===== src/rtl/sdram_fill_pkg.sv =====
// Shared types and LFSR helpers for the SDRAM fill write master.
package sdram_fill_pkg;

  typedef enum logic [1:0] {
    IDLE  = 2'd0,
    WRITE = 2'd1,
    DONE  = 2'd2
  } state_t;

  localparam logic [15:0] LFSR_DEFAULT_SEED = 16'hACE1;

  // Fibonacci taps 16,14,13,11 expressed as the shifted-out bit positions 0,2,3,5
  localparam logic [15:0] LFSR_TAP_MASK = 16'h002D;

  function automatic logic [15:0] lfsr_next(input logic [15:0] d);
    return {^(d & LFSR_TAP_MASK), d[15:1]};
  endfunction

endpackage


===== src/rtl/sdram_fill_master_if.sv =====
// Avalon-MM write-only bus between the fill master and the SDRAM controller slave.
interface sdram_fill_master_if #(
  parameter int ADDR_W = 32,
  parameter int DATA_W = 16
);
  logic [ADDR_W-1:0]   address;
  logic                write;
  logic [DATA_W-1:0]   writedata;
  logic [DATA_W/8-1:0] byteenable;
  logic                waitrequest;

  modport master (
    output address, write, writedata, byteenable,
    input  waitrequest
  );

  modport slave (
    input  address, write, writedata, byteenable,
    output waitrequest
  );
endinterface


===== src/rtl/sdram_fill_pattern_gen.sv =====
// Fill pattern source: 16-bit Fibonacci LFSR, or an incrementing ramp when
// SDRAM_FILL_RAMP_EN is defined.
module sdram_fill_pattern_gen
  import sdram_fill_pkg::*;
#(
  parameter int DATA_W = 16
) (
  input  logic              clk,
  input  logic              reset,
  input  logic              load,
  input  logic              step,
  input  logic [DATA_W-1:0] seed,
  output logic [DATA_W-1:0] data
);

`ifdef SDRAM_FILL_RAMP_EN
  always_ff @(posedge clk) begin
    if (reset)     data <= '0;
    else if (load) data <= seed;
    else if (step) data <= data + DATA_W'(1);
  end
`else
  // An all-zero seed would lock the LFSR, so it is replaced by the default seed
  always_ff @(posedge clk) begin
    if (reset)     data <= '0;
    else if (load) data <= (seed == '0) ? DATA_W'(LFSR_DEFAULT_SEED) : seed;
    else if (step) data <= DATA_W'(lfsr_next(16'(data)));
  end
`endif

endmodule


===== src/rtl/sdram_fill_master.sv =====
// Avalon-MM write master filling NUM_WORDS words from BASE_ADDR with a pattern,
// tracking max/min of the data written. SDRAM_FILL_RAMP_EN selects the ramp pattern.
module sdram_fill_master
  import sdram_fill_pkg::*;
#(
  parameter int              ADDR_W    = 32,
  parameter int              DATA_W    = 16,
  parameter logic [ADDR_W-1:0] BASE_ADDR = '0,
  parameter int              NUM_WORDS = 1024
) (
  input  logic              clk,
  input  logic              reset,
  input  logic              ready_in,
  input  logic [DATA_W-1:0] seed_in,
  output logic              done_out,
  output logic [DATA_W-1:0] max_out,
  output logic [DATA_W-1:0] min_out,
  sdram_fill_master_if.master avm
);

  localparam int               IDX_W     = $clog2(NUM_WORDS + 1);
  localparam logic [IDX_W-1:0] LAST_IDX  = IDX_W'(NUM_WORDS - 1);
  localparam logic [ADDR_W-1:0] ADDR_STEP = ADDR_W'(DATA_W / 8);

  state_t           state, state_nxt;
  logic             start, accept, last;
  logic [IDX_W-1:0] idx;
  logic [DATA_W-1:0] pattern;

  always_ff @(posedge clk) begin
    if (reset) state <= IDLE;
    else       state <= state_nxt;
  end

  always_comb begin
    state_nxt = state;
    case (state)
      IDLE:    if (ready_in)       state_nxt = WRITE;
      WRITE:   if (accept && last) state_nxt = DONE;
      DONE:    if (!ready_in)      state_nxt = IDLE;
      default:                     state_nxt = IDLE;
    endcase
  end

  always_comb begin
    start  = (state == IDLE) && ready_in;
    accept = (state == WRITE) && avm.write && !avm.waitrequest;
    last   = (idx == LAST_IDX);
  end

  // Bus, counter and statistics registers; all hold while the slave stalls
  always_ff @(posedge clk) begin
    if (reset) begin
      avm.write   <= 1'b0;
      avm.address <= BASE_ADDR;
      idx         <= '0;
      done_out    <= 1'b0;
      max_out     <= '0;
      min_out     <= '1;
    end else begin
      if (start) begin
        avm.write   <= 1'b1;
        avm.address <= BASE_ADDR;
        idx         <= '0;
        max_out     <= '0;
        min_out     <= '1;
      end
      if (accept) begin
        if (avm.writedata > max_out) max_out <= avm.writedata;
        if (avm.writedata < min_out) min_out <= avm.writedata;
        idx         <= idx + IDX_W'(1);
        avm.address <= avm.address + ADDR_STEP;
        if (last) begin
          avm.write <= 1'b0;
          done_out  <= 1'b1;
        end
      end
      if ((state == DONE) && !ready_in) done_out <= 1'b0;
    end
  end

  sdram_fill_pattern_gen #(.DATA_W(DATA_W)) u_pattern (
    .clk   (clk),
    .reset (reset),
    .load  (start),
    .step  (accept),
    .seed  (seed_in),
    .data  (pattern)
  );

  assign avm.writedata  = pattern;
  assign avm.byteenable = '1;

endmodule


===== src/flat_wrapper.sv =====
// flat-port wrapper written by rule: the top's interface ports become plain ports
module sdram_fill_master_flat import sdram_fill_pkg::*;
#(
  parameter int              ADDR_W    = 32,
  parameter int              DATA_W    = 16,
  parameter logic [ADDR_W-1:0] BASE_ADDR = '0,
  parameter int              NUM_WORDS = 1024
)
  (clk, reset, ready_in, seed_in, done_out, max_out, min_out, avm_address, avm_write, avm_writedata, avm_byteenable, avm_waitrequest);
  sdram_fill_master_if #(.ADDR_W(ADDR_W), .DATA_W(DATA_W)) avm_i ();
  input  logic clk;
  input  logic reset;
  input  logic ready_in;
  input  logic [DATA_W-1:0] seed_in;
  output logic done_out;
  output logic [DATA_W-1:0] max_out;
  output logic [DATA_W-1:0] min_out;
  output wire logic [$bits(avm_i.address)-1:0] avm_address;
  output wire logic [$bits(avm_i.write)-1:0] avm_write;
  output wire logic [$bits(avm_i.writedata)-1:0] avm_writedata;
  output wire logic [$bits(avm_i.byteenable)-1:0] avm_byteenable;
  input wire logic [$bits(avm_i.waitrequest)-1:0] avm_waitrequest;
  assign avm_address = avm_i.address;
  assign avm_write = avm_i.write;
  assign avm_writedata = avm_i.writedata;
  assign avm_byteenable = avm_i.byteenable;
  assign avm_i.waitrequest = avm_waitrequest;
  sdram_fill_master #(.ADDR_W(ADDR_W), .DATA_W(DATA_W), .BASE_ADDR(BASE_ADDR), .NUM_WORDS(NUM_WORDS)) u_core (.clk(clk), .reset(reset), .ready_in(ready_in), .seed_in(seed_in), .done_out(done_out), .max_out(max_out), .min_out(min_out), .avm(avm_i));
endmodule

===== config.mk =====
export PLATFORM = sky130hd
export DESIGN_NAME = sdram_fill_master_flat
export DESIGN_NICKNAME = d
export VERILOG_FILES = /design/src/rtl/sdram_fill_pkg.sv /design/src/rtl/sdram_fill_master_if.sv /design/src/rtl/sdram_fill_pattern_gen.sv /design/src/rtl/sdram_fill_master.sv /design/src/flat_wrapper.sv
export SDC_FILE = /design/constraint.sdc
export NUM_CORES = 1
export LEC_CHECK = 0
export ABC_AREA = 1
export CORE_MARGIN = 4
export CORE_UTILIZATION = 53
export DETAILED_ROUTE_END_ITERATION = 6
export GPL_ROUTABILITY_DRIVEN = 0
export PLACE_DENSITY = 0.87
export SETUP_SLACK_MARGIN = 0.2
export SLEW_MARGIN = 20
export SYNTH_ARGS = -nofsm -noshare
export SYNTH_HDL_FRONTEND = slang
export SYNTH_SLANG_ARGS = --single-unit

===== constraint.sdc =====
create_clock -name clk -period 2.2 [get_ports clk]
set_input_delay 0.44 -clock clk [delete_from_list [all_inputs] [get_ports clk]]
set_output_delay 0.44 -clock clk [all_outputs]
set_load 0.02 [all_outputs]

==> out/results.ini <==
[worst_setup_path]
timing.critical_path.cells=clkdlybuf4s50_1
cp_data_arrival_time_ns=1.53
critical_path_s_top_delay_family=buffers and inverters
critical_path_peak_fanout=6
critPathSlowestCell=sky130_fd_sc_hd__clkdlybuf4s50_1
critical_path.n_buffers_inverters=1
timing.critical_path.to_type=output pin
worstPathRequired_ns=1.76
slowest_stage_delay_cp_ns=0.67
worstSetupPathType=reg2out
setup_crit_start_kind=flip-flop

[layout]
nets=1017
area_growth_syn_to_layout_pct=26.3
filler_free_cell_count_of_the_finished_design=1105
final-seq-area_sq_um=1890
final_layout_size_suffix_gt1_share_pct=8.36
multi_input_area_sq_um=3210
final_core_utilization_pct=69.2
num-fill-cells=860
antenna-diode-count=0

[synth]
synthCells=866
synth_edf_count=0
warnings_from_yosys=0
synth_async_sr_flop_share_pct=0
synth.yosys.seq_area_share_pct=33.0
postSynthAreaPerCell_sq_um=6.59
synth-seq-cells=94
netlist_area_sq_um=5700
postSynth.topFlopCell=sky130_fd_sc_hd__dfxtp_1
ys_types=42

[power]
irDropWorstVdd_uv=451
total_leakage_power_uw=0.00299
powerDensity_nw_per_um2=550

[route]
routed_wl_mm=16.0
dr.pass1.iters=5
avgViaCountPerCell=5.51
dr_total_vias=6092
post-route-drc-count=0
violation_count_after_the_first_detailed_routing_iteration=591
antenna_violating_nets_post_route=0
routed_wirelength_normalized_by_instance_count_um=14.5

[clock_tree]
tritoncts.num_buffers=9
cts.sinks=94
cts.reportedPaths.clkPinSlew_ns=0.09
post-cts-setup-buffers=0
tritoncts_clock_tree=built
postCtsHoldBufs=0
cts_max_level=3
cts.root.buffer_cell=sky130_fd_sc_hd__clkbuf_8
clk_latency_ns=0.37
clock_tree_buffer_depth=2

[sta]
setup_viol=0
min_period_ns=1.97
post-route-period-util_pct=89.7
totalNegativeSetupSlack_ns=0
finalHoldViolCount=0
grt_setup_unrepaired=false
timing.final.max_slew_violations=0
max_freq_ghz=0.507
skew_ns=0.0112

[global_routing]
maximum_number_of_pins_on_one_net_before_global_route_repair=60
busiest_layer=met2
track_usage_pct=25.5
globalRouteMet2Util_pct=40.1
grt_first_pass_wirelength_mm=26.5
global_route.usage.met3_pct=6.68
grt_overflow_total=0
antenna_found_initial=0
grt_util_met1_pct=34.7
grt_pass1_vias=5566

[floorplanning]
chipWidth_um=112
fp.coreArea_sq_um=10400
die_area_sq_um=12500
io_pins=104
placement_rows=37
initial_core_util_pct=54.8
fp.dieH_um=112

[outcome]
status=finished, final reports clean

[placed_design]
numPortBuffers=100
detailedPlacementHpwl_mm=11.7
placed_cells=1089

[run]
drv_cap=0

[min_path]
tightest_hold_check_type=reg2reg

-- stage by stage --
step	hold WS, ns	instance area [sq um]	worst slack (ns)	total power (uW)
detailed placement	0.444	6910	0.160	2560
floorplan	0.455	5710	0.383	2280
global placement	0.439	6910	0.208	2550
CTS	0.464	7160	0.207	3940
finish	0.457	7210	0.227	3960
global route	0.489	7210	0.203	4110
-- sequential cells by signal, indices dropped and copies added, names as in the netlist --
signal and count:
u_core.state 2, u_core.idx 11, u_core.avm.write 1, u_core.avm.address 31, u_core.u_pattern.data 16, u_core.done_out 1, u_core.min_out 16, u_core.max_out 16
-- report_power, final --
part	switching [uW]	internal, uW	total [uW]	leakage (uW)
clock network	621	789	1410	0.000120
logic	434	296	730	0.00210
registers	71.6	1750	1820	0.000766
-- cells in the mapped netlist, drive strengths merged (8+ instances only) --
cell type	n	area share, %
nand2	215	14
inv	118	7.8
nor2	102	7.7
clkbuf	13	0.86
a211oi	8	1.1
o21ai	38	3.4
nand3	96	8.6
nand4	10	1.1
dfxtp	94	33
buf	24	2.5
a221oi	8	1.4
ha	33	7.2
a21oi	73	6.4
nor3	18	2.1
-- timing repair --
action	CTS	global route
resized for setup	6	14
pin swaps	0	0
endpoints found under the setup margin	6	36
-- cells in the final DEF, fill, tap and decap left out, types with 3 or more instances in the layout --
cell,count
sky130_fd_sc_hd__a211oi_1,8
sky130_fd_sc_hd__dlymetal6s2s_1,4
sky130_fd_sc_hd__buf_12,4
sky130_fd_sc_hd__nor3_1,14
sky130_fd_sc_hd__nor2_2,5
sky130_fd_sc_hd__buf_4,18
sky130_fd_sc_hd__nand2_2,4
sky130_fd_sc_hd__ha_1,33
sky130_fd_sc_hd__o21ai_0,32
sky130_fd_sc_hd__bufinv_16,3
sky130_fd_sc_hd__a21oi_1,72
sky130_fd_sc_hd__nor2_4,4
sky130_fd_sc_hd__a221oi_1,6
sky130_fd_sc_hd__dfxtp_2,9
sky130_fd_sc_hd__o21ai_1,5
sky130_fd_sc_hd__nand4_1,10
sky130_fd_sc_hd__clkdlybuf4s50_1,95
sky130_fd_sc_hd__nand3_1,94
sky130_fd_sc_hd__nand2_1,209
sky130_fd_sc_hd__conb_1,3
sky130_fd_sc_hd__o221ai_1,3
sky130_fd_sc_hd__inv_1,113
sky130_fd_sc_hd__inv_2,4
sky130_fd_sc_hd__clkbuf_8,10
sky130_fd_sc_hd__dfxtp_1,85
sky130_fd_sc_hd__nor2_1,92
-- layer usage --
| layer | up-vias | wire [um] |
|---|---|---|
| met5 | - | 0 |
| met4 | 0 | 317 |
| met3 | 41 | 1730 |
| met2 | 319 | 7310 |
| met1 | 2732 | 6660 |
| li1 | 3000 | - |
-- final timing paths --
check | start | end | slack (ns) | depth (start not counted)
hold reg to reg | u_core.done_out | u_core.done_out | 0.46 | 2
hold / removal | u_core.done_out | u_core.done_out | 0.46 | 2
setup / recovery | u_core.u_pattern.data[9] | avm_writedata[9] | 0.23 | 1
setup reg to reg | u_core.u_pattern.data[9] | u_core.min_out[6] | 0.34 | 9
-- cells by family (layout without fill, tap and decap cells) --
group	count (synthesis)	in the layout	share of synthesized area (%)
fa+ha+maj	33	33	7.24
simple gates	443	443	34.2
flops	94	94	33.0
xor+xnor	3	3	0.461
other cells	2	3	0.132
buf+inv	156	258	11.3
compound gates	135	135	13.7
-- layout make-up --
cell class	count	area share [%]
flip-flops and latches	94	26.3
well taps	136	2.36
inverters	119	6.23
clock inverters	5	1.48
multi-input cells	617	44.5
clock buffers	11	1.96
repair buffers	123	17.2
-- tightest hold or removal path, delay by kind of cell, from the launching register on --
| family | cells | cell delay (ns) |
|---|---|---|
| buffers and inverters | 1 | 0.05 |
| flip-flops | 1 | 0.32 |
| AO/OA/AOI/OAI | 1 | 0.05 |
No activity file was read; power rests on OpenSTA's default activity.
